### config.mk
export PLATFORM = sky130hd
export DESIGN_NAME = sopc_v3_onchip_mem_arbiter
export DESIGN_NICKNAME = d
export VERILOG_FILES = /design/src/rtl/sopc_v3_onchip_mem_arbiter.sv
export SDC_FILE = /design/constraint.sdc
export NUM_CORES = 1
export LEC_CHECK = 0
export CELL_PAD_IN_SITES_DETAIL_PLACEMENT = 1
export CELL_PAD_IN_SITES_GLOBAL_PLACEMENT = 1
export CORE_ASPECT_RATIO = 0.6
export CORE_UTILIZATION = 14
export CTS_BUF_LIST = sky130_fd_sc_hd__clkbuf_16
export CTS_CLUSTER_SIZE = 8
export DETAILED_ROUTE_END_ITERATION = 8
export PLACE_DENSITY_LB_ADDON = 0.12
export SLEW_MARGIN = 20
export SYNTH_ARGS = -nofsm -noshare
export SYNTH_HDL_FRONTEND = slang
export SYNTH_SLANG_ARGS = --single-unit
### constraint.sdc
create_clock -name clk -period 1.9 [get_ports clk]
set_input_delay 0.285 -clock clk [delete_from_list [all_inputs] [get_ports clk]]
set_output_delay 0.285 -clock clk [all_outputs]
set_load 0.005 [all_outputs]
### src/rtl/sopc_v3_onchip_mem_arbiter.sv
// sopc_v3_onchip_mem_arbiter: two-master round-robin front end for the
// single-port on-chip RAM (1-cycle read latency), with range blocking
// and a drain/halt handshake ahead of RAM clken/reset_req gating.
// Ports:
//   clk, reset         : single clock, synchronous active-high reset
//   m0_*, m1_*         : Avalon-MM slave ports (m0 = CPU data, m1 = DMA)
//   halt_req, halt_ack : quiesce request (level) / idle-and-gated status
//   mem_*              : RAM side; mem_readdata valid cycle after issue
module sopc_v3_onchip_mem_arbiter #(
  parameter int ADDR_W    = 13,
  parameter int DATA_W    = 32,
  parameter int BE_W      = 4,
  parameter int NUM_WORDS = 5000
) (
  input  logic              clk,
  input  logic              reset,
  input  logic [ADDR_W-1:0] m0_address,
  input  logic [BE_W-1:0]   m0_byteenable,
  input  logic              m0_read,
  input  logic              m0_write,
  input  logic [DATA_W-1:0] m0_writedata,
  output logic              m0_waitrequest,
  output logic [DATA_W-1:0] m0_readdata,
  output logic              m0_readdatavalid,
  output logic              m0_err,
  input  logic [ADDR_W-1:0] m1_address,
  input  logic [BE_W-1:0]   m1_byteenable,
  input  logic              m1_read,
  input  logic              m1_write,
  input  logic [DATA_W-1:0] m1_writedata,
  output logic              m1_waitrequest,
  output logic [DATA_W-1:0] m1_readdata,
  output logic              m1_readdatavalid,
  output logic              m1_err,
  input  logic              halt_req,
  output logic              halt_ack,
  output logic [ADDR_W-1:0] mem_address,
  output logic [BE_W-1:0]   mem_byteenable,
  output logic              mem_chipselect,
  output logic              mem_write,
  output logic [DATA_W-1:0] mem_writedata,
  output logic              mem_clken,
  output logic              mem_reset_req,
  input  logic [DATA_W-1:0] mem_readdata
);

  typedef enum logic [1:0] {
    RUN    = 2'd0,
    DRAIN  = 2'd1,
    HALTED = 2'd2
  } state_t;

  // A depth covering the whole address space has no out-of-range words.
  localparam bit FULL_MAP =
    longint'(NUM_WORDS) >= (longint'(1) << ADDR_W);
  localparam logic [ADDR_W-1:0] LIMIT = ADDR_W'(NUM_WORDS);

  state_t state;
  logic   rr_ptr;
  logic   tag_valid;
  logic   tag_id;
  logic   tag_oor;
  logic   err0_q;
  logic   err1_q;
  logic   halt_ack_q;
  logic   clken_q;
  logic   rst_req_q;

  logic              req0;
  logic              req1;
  logic              can_grant;
  logic              grant0;
  logic              grant1;
  logic              acc;
  logic              contended;
  logic              sel_wr;
  logic              sel_oor;
  logic [ADDR_W-1:0] sel_addr;

  assign req0 = m0_read | m0_write;
  assign req1 = m1_read | m1_write;

  assign can_grant = ~reset & (state == RUN) & ~halt_req;

  // rr_ptr only breaks ties; a lone requester always wins.
  assign grant0 = can_grant & req0 & (~req1 | ~rr_ptr);
  assign grant1 = can_grant & req1 & (~req0 | rr_ptr);
  assign acc = grant0 | grant1;
  assign contended = req0 & req1 & acc;

  assign sel_addr = grant1 ? m1_address : m0_address;
  assign sel_wr = grant1 ? m1_write : m0_write;
  assign sel_oor = ~FULL_MAP & (sel_addr >= LIMIT);

  assign mem_address = sel_addr;
  assign mem_byteenable = grant1 ? m1_byteenable : m0_byteenable;
  assign mem_writedata = grant1 ? m1_writedata : m0_writedata;
  assign mem_chipselect = acc & ~sel_oor;
  assign mem_write = mem_chipselect & sel_wr;

  assign m0_waitrequest = reset | (state != RUN) | (req0 & ~grant0);
  assign m1_waitrequest = reset | (state != RUN) | (req1 & ~grant1);

  assign m0_readdatavalid = tag_valid & ~tag_id;
  assign m1_readdatavalid = tag_valid & tag_id;

  // Out-of-range reads return zero instead of stale RAM output.
  assign m0_readdata = (m0_readdatavalid & ~tag_oor) ?
                       mem_readdata : '0;
  assign m1_readdata = (m1_readdatavalid & ~tag_oor) ?
                       mem_readdata : '0;

  assign m0_err = err0_q;
  assign m1_err = err1_q;

  assign halt_ack = halt_ack_q;
  assign mem_clken = clken_q;
  assign mem_reset_req = rst_req_q;

  always_ff @(posedge clk) begin
    if (reset) begin
      state      <= RUN;
      rr_ptr     <= 1'b0;
      tag_valid  <= 1'b0;
      tag_id     <= 1'b0;
      tag_oor    <= 1'b0;
      err0_q     <= 1'b0;
      err1_q     <= 1'b0;
      halt_ack_q <= 1'b0;
      clken_q    <= 1'b1;
      rst_req_q  <= 1'b0;
    end else begin
      tag_valid <= acc & ~sel_wr;
      tag_id    <= grant1;
      tag_oor   <= sel_oor;
      err0_q    <= grant0 & sel_oor;
      err1_q    <= grant1 & sel_oor;
      // Winner of a tie hands priority to the other master.
      if (contended) rr_ptr <= grant0;
      unique case (state)
        RUN: begin
          if (halt_req) state <= DRAIN;
        end
        DRAIN: begin
          if (!tag_valid) begin
            state      <= HALTED;
            halt_ack_q <= 1'b1;
            clken_q    <= 1'b0;
            rst_req_q  <= 1'b1;
          end
        end
        HALTED: begin
          if (!halt_req) begin
            state      <= RUN;
            halt_ack_q <= 1'b0;
            clken_q    <= 1'b1;
            rst_req_q  <= 1'b0;
          end
        end
        default: begin
          state      <= RUN;
          halt_ack_q <= 1'b0;
          clken_q    <= 1'b1;
          rst_req_q  <= 1'b0;
        end
      endcase
    end
  end

endmodule

==> impl_metrics.json <==
{
  "status": "complete, but fails checks",
  "violations": "negative setup slack",
  "worst_setup_path_end_kind": "primary output",
  "yosysWarnings": 0,
  "postRouteAntennaNets": 0,
  "m1WireLength_um": 4630,
  "p_leak_nw": 2.64,
  "crit_type": "flop to primary output",
  "hold_viol_final": 0,
  "wl_per_cell_um": 16.2,
  "cts_tree": "yes",
  "grt_pass1_vias": 2606,
  "worst_slack_ps": -361,
  "path_clk_slew_ps": 40,
  "tightest_slew_ps": 504,
  "cts_made_buffers": 3,
  "reg2reg_depth": 6,
  "dr.max_layer_used": "met4",
  "numPlacedInstances": 628,
  "top_level_ports": 261,
  "diodes": 0,
  "clock_latency_ps": 240,
  "gp_congestion": 0.767,
  "ys_seq_area_frac": 0.114,
  "total_power_mw": 1.49,
  "h-tree-depth": 1,
  "min_path_type": "flop to flop",
  "pre_cts_ws_ps": -711,
  "multi_input_area_sq_mm": 0.00155,
  "fill_cells": 1394,
  "gr-total-overflow": 0,
  "die_area_sq_mm": 0.0131,
  "setup_viol_count_final": 53,
  "cts_root_buf": "clkbuf_16",
  "antenna_found_initial": 0,
  "start_util": 0.145,
  "final_max_slew_viol_count": 0,
  "dpl.hpwl_um": 8400,
  "whs_ps": 499,
  "fin_nets": 646,
  "wl_um": 10900,
  "cp-start-kind": "flop",
  "dpl-instance-area_sq_mm": 0.00475,
  "synth_area_per_cell_sq_um": 9.47,
  "hold_depth": 2,
  "drive_gt1_frac": 0.422,
  "wl_met2_um": 5670,
  "grt_usage": 0.152,
  "area_growth_pct": 203,
  "first_pass_iters": 4,
  "cp_max_fo": 6,
  "fin_worst_skew_ps": 1.77,
  "grt_pass1_wl_um": 15300,
  "synth_nets": 323,
  "utilization": 0.439,
  "power_density_mw_per_mm2": 280,
  "maxCapViolCount": 0,
  "netlist_instances": 186,
  "rsz0062_at_grt": "yes",
  "drt-initial-drc-count": 29,
  "cp.arrival_ps": 1980,
  "fin_area_sq_mm": 0.00534,
  "ff_latch_area_sq_um": 211,
  "slew_headroom": 0.662,
  "clock_tree.buffer_depth": 2,
  "crit_required_ps": 1620,
  "die_x_um": 147,
  "viasPerCell": 3.83,
  "fmax_ghz": 0.442,
  "core_sq_mm": 0.0122,
  "synth_seq_cells": 10,
  "dr_wl_met3_um": 571,
  "cts_sinks": 10,
  "dr_total_vias": 2572,
  "final_cells": 672,
  "drc_errors": 0,
  "ir_drop_v": 0.000244,
  "port_buffers": 260,
  "rows": 31,
  "fin_crit_sh": 1.19,
  "die_y_um": 88.9,
  "fin_tns_setup_ps": -13050,
  "min_period_ps": 2260,
  "ys_types": 30,
  "syn_area_sq_mm": 0.00176,
  "grt_max_degree": 17
}
[kinds of logic (layout without fill, tap and decap cells)]
group | after synthesis | count (layout) | share of synthesized area
simple gates | 93 | 93 | 0.342
compound gates | 17 | 17 | 0.0661
xor+xnor | 1 | 1 | 0.00497
flops | 10 | 10 | 0.114
mux | 50 | 50 | 0.417
buf+inv | 15 | 336 | 0.0561
[timing repair]
action	4_1_cts	5_1_grt
hold buffers	0	0
endpoints found under the setup margin	117	75
gates resized for setup	396	40
pin swaps	6	4
buffers inserted	34	5
gates cloned	6	0
[area by class of cell]
class | instances | share of cell area
timing repair buffer | 331 | 0.615
multi-input combinational | 161 | 0.291
sequential | 10 | 0.0396
tap | 165 | 0.0386
clock buffer | 3 | 0.0141
inverter | 2 | 0.00187
[synthesized netlist by cell type (all sizes together)]
library cell / instances / area [sq um]
a21oi: 5 / 25.0
a22oi: 1 / 7.51
and2: 65 / 407
and2b: 1 / 8.76
and3b: 1 / 8.76
buf: 7 / 68.8
clkbuf: 6 / 22.5
dfxtp: 10 / 200
inv: 2 / 7.51
mux2: 49 / 724
mux2i: 1 / 10.0
nand2: 3 / 11.3
nand4: 2 / 12.5
nor2: 7 / 26.3
nor2b: 4 / 25.0
nor3: 3 / 20.0
nor3b: 2 / 15.0
nor4: 3 / 33.8
nor4b: 1 / 23.8
o21ai: 6 / 30.0
o21bai: 2 / 15.0
o221ai: 1 / 26.3
o22ai: 2 / 12.5
or4: 1 / 11.3
xnor2: 1 / 8.76
[critical path, cell delays in order (launching register included)]
cell,delay [ps]
dfxtp_4,350
nor4_4,280
o221ai_4,150
buf_12,170
buf_6,140
buf_6,110
buf_4,120
mux2_4,290
buf_6,120
[worst paths after layout]
path                            to      start  slack [ps]
setup / recovery  mem_writedata[2]   state[0]        -360
hold / removal           mem_clken  mem_clken         500
setup reg to reg            rr_ptr   state[1]         240
hold reg to reg          mem_clken  mem_clken         500
[power by group]
group | total, mW | internal, mW | switching [mW]
sequential | 0.237 | 0.224 | 0.0129
clock | 0.368 | 0.273 | 0.0951
combinational | 0.890 | 0.631 | 0.259
total | 1.49 | 1.13 | 0.367
[layer usage]
| layer | vias up | track usage |
|---|---|---|
| met4 | 0 | 0.0170 |
| li1 | 1285 | - |
| met3 | 5 | 0.0255 |
| met2 | 87 | 0.286 |
| met5 | - | 0 |
| met1 | 1195 | 0.189 |
[state kept, by name, indices dropped and copies added, names as in the netlist]
name,count
m1_err,1
tag_oor,1
tag_id,1
state,2
m0_err,1
mem_clken,1
rr_ptr,1
mem_reset_req,1
tag_valid,1
[placed cells by master (no fill, tap or decap), types with 2 or more instances in the layout]
master           instances
clkdlybuf4s50_1        137
nand4_1                  2
buf_2                    6
buf_8                    3
dlygate4sd2_1           47
clkbuf_2                12
dfxtp_1                  5
and2_1                  60
a21oi_1                  5
and2_4                   5
nor2b_1                  4
nand2_1                  3
o21ai_1                  2
dfxtp_2                  3
mux2_4                  48
clkdlybuf4s15_1         11
buf_16                   2
clkbuf_16                4
buf_4                   34
o21ai_0                  3
o21bai_1                 2
buf_12                   5
dfxtp_4                  2
nor2_1                   5
buf_6                   73
nor3_1                   2
No activity file was read; power rests on OpenSTA's default activity.
